File: config.mk
export PLATFORM = sky130hd
export DESIGN_NAME = memory_bus_arbiter
export DESIGN_NICKNAME = d
export VERILOG_FILES = /design/src/rtl/memory_bus_arbiter.sv
export SDC_FILE = /design/constraint.sdc
export NUM_CORES = 1
export LEC_CHECK = 0
export BUFFER_PORTS_ARGS = -buffer_cell sky130_fd_sc_hd__clkbuf_2
export CAP_MARGIN = 10
export CORE_MARGIN = 2
export CORE_UTILIZATION = 38
export DETAILED_ROUTE_END_ITERATION = 7
export MAX_ROUTING_LAYER = met4
export PLACE_DENSITY_LB_ADDON = 0.05
export SYNTH_ARGS = -nofsm -noshare
export SYNTH_HDL_FRONTEND = slang
export SYNTH_SLANG_ARGS = --single-unit
File: constraint.sdc
create_clock -name clk -period 3.9 [get_ports clk]
set_input_delay 0.78 -clock clk [delete_from_list [all_inputs] [get_ports clk]]
set_output_delay 0.78 -clock clk [all_outputs]
set_load 0.03 [all_outputs]
File: src/rtl/memory_bus_arbiter.sv
// Round-robin arbiter sharing one memory bus between the controller and the core under test.
// Define ARBITER_LOCK_EN to add bus_lock/bus_lock_owner, which restrict grants to one port.
module memory_bus_arbiter #(
  parameter int unsigned          BUS_WIDTH      = 32,
  parameter int unsigned          TIMEOUT_CYCLES = 360,
  parameter logic [BUS_WIDTH-1:0] TIMEOUT_DATA   = 32'hDEADBEEF
) (
  input  logic                 clk,
  input  logic                 reset,
  input  logic                 ctrl_read,
  input  logic                 ctrl_write,
  input  logic [BUS_WIDTH-1:0] ctrl_address,
  input  logic [BUS_WIDTH-1:0] ctrl_write_data,
  output logic [BUS_WIDTH-1:0] ctrl_read_data,
  output logic                 ctrl_response,
  output logic                 ctrl_busy,
  input  logic                 core_read,
  input  logic                 core_write,
  input  logic [BUS_WIDTH-1:0] core_address,
  input  logic [BUS_WIDTH-1:0] core_write_data,
  output logic [BUS_WIDTH-1:0] core_read_data,
  output logic                 core_response,
  output logic                 core_busy,
  output logic                 memory_read,
  output logic                 memory_write,
  output logic [BUS_WIDTH-1:0] memory_address,
  output logic [BUS_WIDTH-1:0] memory_write_data,
  input  logic [BUS_WIDTH-1:0] memory_read_data,
  input  logic                 memory_response,
  output logic                 owner,
  output logic                 timeout_error
`ifdef ARBITER_LOCK_EN
  ,
  input  logic                 bus_lock,
  input  logic                 bus_lock_owner
`endif
);

  typedef enum logic [0:0] {StIdle, StWait} state_e;

  // Index 0 is the controller, index 1 the core.
  logic [1:0]                 rd_in, wr_in;
  logic [1:0][BUS_WIDTH-1:0]  addr_in, wdata_in;

  state_e                     state_q, state_d;
  logic [1:0]                 pend_q, pend_d;
  logic [1:0]                 is_wr_q, is_wr_d;
  logic [1:0][BUS_WIDTH-1:0]  addr_q, addr_d;
  logic [1:0][BUS_WIDTH-1:0]  wdata_q, wdata_d;
  logic [1:0][BUS_WIDTH-1:0]  rdata_q, rdata_d;
  logic [1:0]                 resp_q, resp_d;
  logic                       mem_rd_q, mem_rd_d;
  logic                       mem_wr_q, mem_wr_d;
  logic [BUS_WIDTH-1:0]       mem_addr_q, mem_addr_d;
  logic [BUS_WIDTH-1:0]       mem_wdata_q, mem_wdata_d;
  logic                       owner_q, owner_d;
  logic                       last_q, last_d;
  logic                       timeout_q, timeout_d;
  logic [31:0]                cnt_q, cnt_d;
  logic [1:0]                 lock_mask, eligible;
  logic                       winner;

  assign rd_in    = {core_read, ctrl_read};
  assign wr_in    = {core_write, ctrl_write};
  assign addr_in  = {core_address, ctrl_address};
  assign wdata_in = {core_write_data, ctrl_write_data};

`ifdef ARBITER_LOCK_EN
  assign lock_mask = !bus_lock ? 2'b11 : (bus_lock_owner ? 2'b10 : 2'b01);
`else
  assign lock_mask = 2'b11;
`endif

  assign eligible = pend_q & lock_mask;
  // On a tie the port that did not win last time goes next.
  assign winner   = (eligible == 2'b11) ? ~last_q : eligible[1];

  always_comb begin
    state_d     = state_q;
    pend_d      = pend_q;
    is_wr_d     = is_wr_q;
    addr_d      = addr_q;
    wdata_d     = wdata_q;
    rdata_d     = rdata_q;
    resp_d      = 2'b00;
    mem_rd_d    = 1'b0;
    mem_wr_d    = 1'b0;
    mem_addr_d  = mem_addr_q;
    mem_wdata_d = mem_wdata_q;
    owner_d     = owner_q;
    last_d      = last_q;
    timeout_d   = 1'b0;
    cnt_d       = cnt_q;

    for (int i = 0; i < 2; i++) begin
      if (!pend_q[i] && (rd_in[i] || wr_in[i])) begin
        pend_d[i]  = 1'b1;
        is_wr_d[i] = wr_in[i];
        addr_d[i]  = addr_in[i];
        wdata_d[i] = wdata_in[i];
      end
    end

    unique case (state_q)
      StIdle: begin
        if (|eligible) begin
          mem_addr_d  = addr_q[winner];
          mem_wdata_d = wdata_q[winner];
          mem_rd_d    = ~is_wr_q[winner];
          mem_wr_d    = is_wr_q[winner];
          owner_d     = winner;
          last_d      = winner;
          cnt_d       = '0;
          state_d     = StWait;
        end
      end
      StWait: begin
        if (memory_response) begin
          resp_d[owner_q] = 1'b1;
          if (!is_wr_q[owner_q]) rdata_d[owner_q] = memory_read_data;
          pend_d[owner_q] = 1'b0;
          state_d         = StIdle;
        end else if (cnt_q >= 32'(TIMEOUT_CYCLES - 1)) begin
          resp_d[owner_q]  = 1'b1;
          rdata_d[owner_q] = TIMEOUT_DATA;
          timeout_d        = 1'b1;
          pend_d[owner_q]  = 1'b0;
          state_d          = StIdle;
        end else begin
          cnt_d = (cnt_q == '1) ? cnt_q : cnt_q + 32'd1;
        end
      end
      default: state_d = StIdle;
    endcase
  end

  always_ff @(posedge clk or negedge reset) begin
    if (!reset) begin
      state_q     <= StIdle;
      pend_q      <= '0;
      is_wr_q     <= '0;
      addr_q      <= '0;
      wdata_q     <= '0;
      rdata_q     <= '0;
      resp_q      <= '0;
      mem_rd_q    <= 1'b0;
      mem_wr_q    <= 1'b0;
      mem_addr_q  <= '0;
      mem_wdata_q <= '0;
      owner_q     <= 1'b0;
      last_q      <= 1'b1;
      timeout_q   <= 1'b0;
      cnt_q       <= '0;
    end else begin
      state_q     <= state_d;
      pend_q      <= pend_d;
      is_wr_q     <= is_wr_d;
      addr_q      <= addr_d;
      wdata_q     <= wdata_d;
      rdata_q     <= rdata_d;
      resp_q      <= resp_d;
      mem_rd_q    <= mem_rd_d;
      mem_wr_q    <= mem_wr_d;
      mem_addr_q  <= mem_addr_d;
      mem_wdata_q <= mem_wdata_d;
      owner_q     <= owner_d;
      last_q      <= last_d;
      timeout_q   <= timeout_d;
      cnt_q       <= cnt_d;
    end
  end

  assign ctrl_read_data    = rdata_q[0];
  assign core_read_data    = rdata_q[1];
  assign ctrl_response     = resp_q[0];
  assign core_response     = resp_q[1];
  assign ctrl_busy         = pend_q[0];
  assign core_busy         = pend_q[1];
  assign memory_read       = mem_rd_q;
  assign memory_write      = mem_wr_q;
  assign memory_address    = mem_addr_q;
  assign memory_write_data = mem_wdata_q;
  assign owner             = owner_q;
  assign timeout_error     = timeout_q;

endmodule

==> results.py <==
metrics = {
    "critical_path": {
        "path_class": "flip-flop to flip-flop",
        "worstPathRequired_ns": 4.24,
        "start_kind": "flip-flop",
        "critPathMaxFanout": 26,
        "cp_data_arrival_time_ns": 3.15,
        "ff2ff_path_depth": 7,
        "worstSetupEndpointType": "flip-flop",
    },
    "timing": {
        "fmax_ghz": 0.3565,
        "relSlewSlack_pct": 24.26,
        "fin_ws_ns": 1.095,
        "fin_crit_sh_pct": 71.93,
        "grt_setup_unrepaired": "no",
        "drv_slew": 0,
        "setup_tns_ns": 0,
        "setup_viol": 0,
        "timing.final.crit_period_ns": 2.805,
        "fin_worst_skew_ns": 0.01780,
        "whs_ns": 0.3259,
        "worst_slew_pin_slew_ns": 1.136,
        "hold_viol_final": 0,
    },
    "synthesis": {
        "synth_cells": 1002,
        "ys_ff_latch": 300,
        "synth_edf_count": 0,
        "ys.flop_type": "dfrtp_1",
        "synth_nets": 1170,
        "syn_area_um2": 12480,
        "syn-mean-instance-area_um2": 12.46,
        "synth_top_area_share_pct": 59.94,
        "ys_warn_count": 0,
        "synth_area_leaders": "dfrtp_1 60%, mux2_2 12%, mux2i_1 5.3%, o21ai_0 3.4%, a2bb2oi_1 3.4%",
        "seq_area_frac_synth_pct": 60.15,
        "yosys.area.top_type": "dfrtp_1",
        "synth_cell_type_count": 38,
        "async_flop_share_pct": 100.0,
    },
    "power": {
        "p_comb_share_pct": 41.4,
        "power_switching_share_pct": 39.44,
        "fin_total_pwr_mw": 14.66,
        "irDropWorstVdd_mv": 0.4475,
        "p_clk_share_pct": 21.3,
        "seqPwrFrac_pct": 37.3,
        "p_per_area_nw_per_um2": 940.0,
        "power_leakage_nw": 7.396,
        "power_switching_mw": 5.781,
        "p_int_mw": 8.877,
    },
    "finish": {
        "final_common_cell": "clkbuf_2",
        "num-fill-cells": 3053,
        "drive_above_1_share_pct": 38.76,
        "final_cells": 1747,
        "layout.nets": 1453,
        "final_util_pct": 48.05,
        "finalInstanceArea_um2": 15590,
        "layout-area-overhead-vs-synth_pct": 24.92,
        "multi_input_area_um2": 4731,
        "final_cell_mix": "301 x clkbuf_2, 297 x dfrtp_1, 130 x mux2_2",
        "regArea_um2": 7511,
    },
    "detailed_routing": {
        "dr.pass1.iters": 4,
        "via_per_inst": 4.939,
        "vias": 8629,
        "ant_nets": 0,
        "wl_per_cell_um": 18.03,
        "drc": 0,
        "routed_wl_um": 31490,
        "drt_iter0_drc": 431,
    },
    "clock_tree": {
        "cts_sinks": 300,
        "clock-root-buffer": "clkbuf_16",
        "cts_resized": 0,
        "cts_tree": "built",
        "cts_buffer_depth": 3,
        "cts.hold.buffers_added": 0,
        "path_clk_slew_ns": 0.06,
        "cts_max_level": 2,
        "cts_setup_buffers": 0,
        "worstSkewPairLatency_ns": 0.51,
        "cts_buffers": 35,
    },
    "global_route": {
        "track_usage_pct": 19.10,
        "grt_pass1_wl_um": 50030,
        "grt-ovfl-total": 0,
        "grt_max_degree": 148,
        "grt_antenna_before_repair": 2,
        "met2_usage_pct": 29.09,
        "top_usage_layer": "met2",
        "grt_use_met3_pct": 5.958,
        "grt_pass1_vias": 8817,
        "grtUsageMet1_pct": 24.92,
    },
    "flow_run": {
        "cap_violations": 0,
    },
    "floorplanning": {
        "die_x_um": 185.2,
        "die_area_um2": 34320,
        "initial_core_util_pct": 38.46,
        "core_um2": 32450,
        "io_pins": 303,
        "rows": 66,
        "die_y_um": 185.2,
    },
    "placement": {
        "dp_hpwl_um": 20540,
        "place_area_um2": 14520,
        "gp_congestion": 0.7477,
        "io_buffers": 302,
        "dp_cells": 1690,
        "dp_slack_ns": 1.102,
    },
    "status": {
        "status": "completed",
    },
    "hold_path": {
        "min_path_type": "input port to async pin",
    },
}
==> cell usage after synthesis, drive strengths merged (10+ instances only) <==
| library cell | instances |
|---|---|
| a22o | 17 |
| a2bb2oi | 48 |
| and2 | 25 |
| buf | 17 |
| clkbuf | 54 |
| dfrtp | 299 |
| mux2 | 130 |
| mux2i | 66 |
| nand2 | 102 |
| nand2b | 50 |
| nor2 | 10 |
| o21ai | 87 |
| o31ai | 50 |
==> per-layer routing <==
layer	vias up	part of all wire [%]
li1	4158	-
met2	235	46
met5	-	0
met1	4202	44
met3	34	8.3
met4	0	1.6
==> critical path, cell delays in order (launching register included) <==
cell       delay, ns
dfrtp_1         0.41
ha_1            0.24
a2111oi_0       0.41
nor4bb_1        0.16
or3_4           0.43
o21ai_2         0.41
inv_2           0.34
a2bb2oi_1       0.22
==> logic make-up after synthesis <==
logic type / after synthesis / share of synthesized area (%)
DFF: 300 / 60.15
AOI/OAI and AO/OA: 218 / 11.98
and+or+nand+nor: 212 / 8.439
muxes: 196 / 17.02
buffers and inverters: 75 / 2.315
adders and majority gates: 1 / 0.1002
==> flip-flops by register name, summed over array words and instances, names as in the netlist <==
register and count:
state_q 1, is_wr_q 2, memory_write 1, wdata_q 64, ctrl_read_data 32, core_read_data 32, memory_read 1, last_q 1
timeout_error 1, owner 1, addr_q 64, cnt_q 32, memory_write_data 32, resp_q 2, memory_address 32, eligible 2
==> cell type report <==
cell class / instances / share of cell area [%]
Sequential cell: 300 / 48.17
Tap cell: 442 / 3.546
Antenna cell: 2 / 0.03210
Timing Repair Buffer: 317 / 10.96
Inverter: 4 / 0.09629
Clock inverter: 6 / 0.5857
Clock buffer: 49 / 6.275
Multi-Input combinational cell: 627 / 30.34
==> worst paths after layout <==
check	start	end	slack (ns)
min in group clk	memory_address[26]	memory_address[26]	0.48
setup / recovery	cnt_q[0]	core_read_data[26]	1.09
setup reg to reg	cnt_q[0]	core_read_data[26]	1.09
hold reg to reg	memory_address[26]	memory_address[26]	0.48
max in group asynchronous	reset	ctrl_read_data[5]	2.66
hold / removal	reset	memory_write_data[9]	0.33
==> power groups by stage <==
| stage | combinational [mW] | clock (mW) | sequential (mW) |
|---|---|---|---|
| detailed placement | 6.18 | 0 | 5.52 |
| floorplan | 3.27 | 0 | 6.56 |
| global placement | 6.07 | 0 | 5.48 |
| finish | 6.07 | 3.12 | 5.47 |
| CTS | 6.19 | 3.22 | 5.48 |
| global route | 6.67 | 3.35 | 5.68 |
Power figures use the tool's default switching activity.
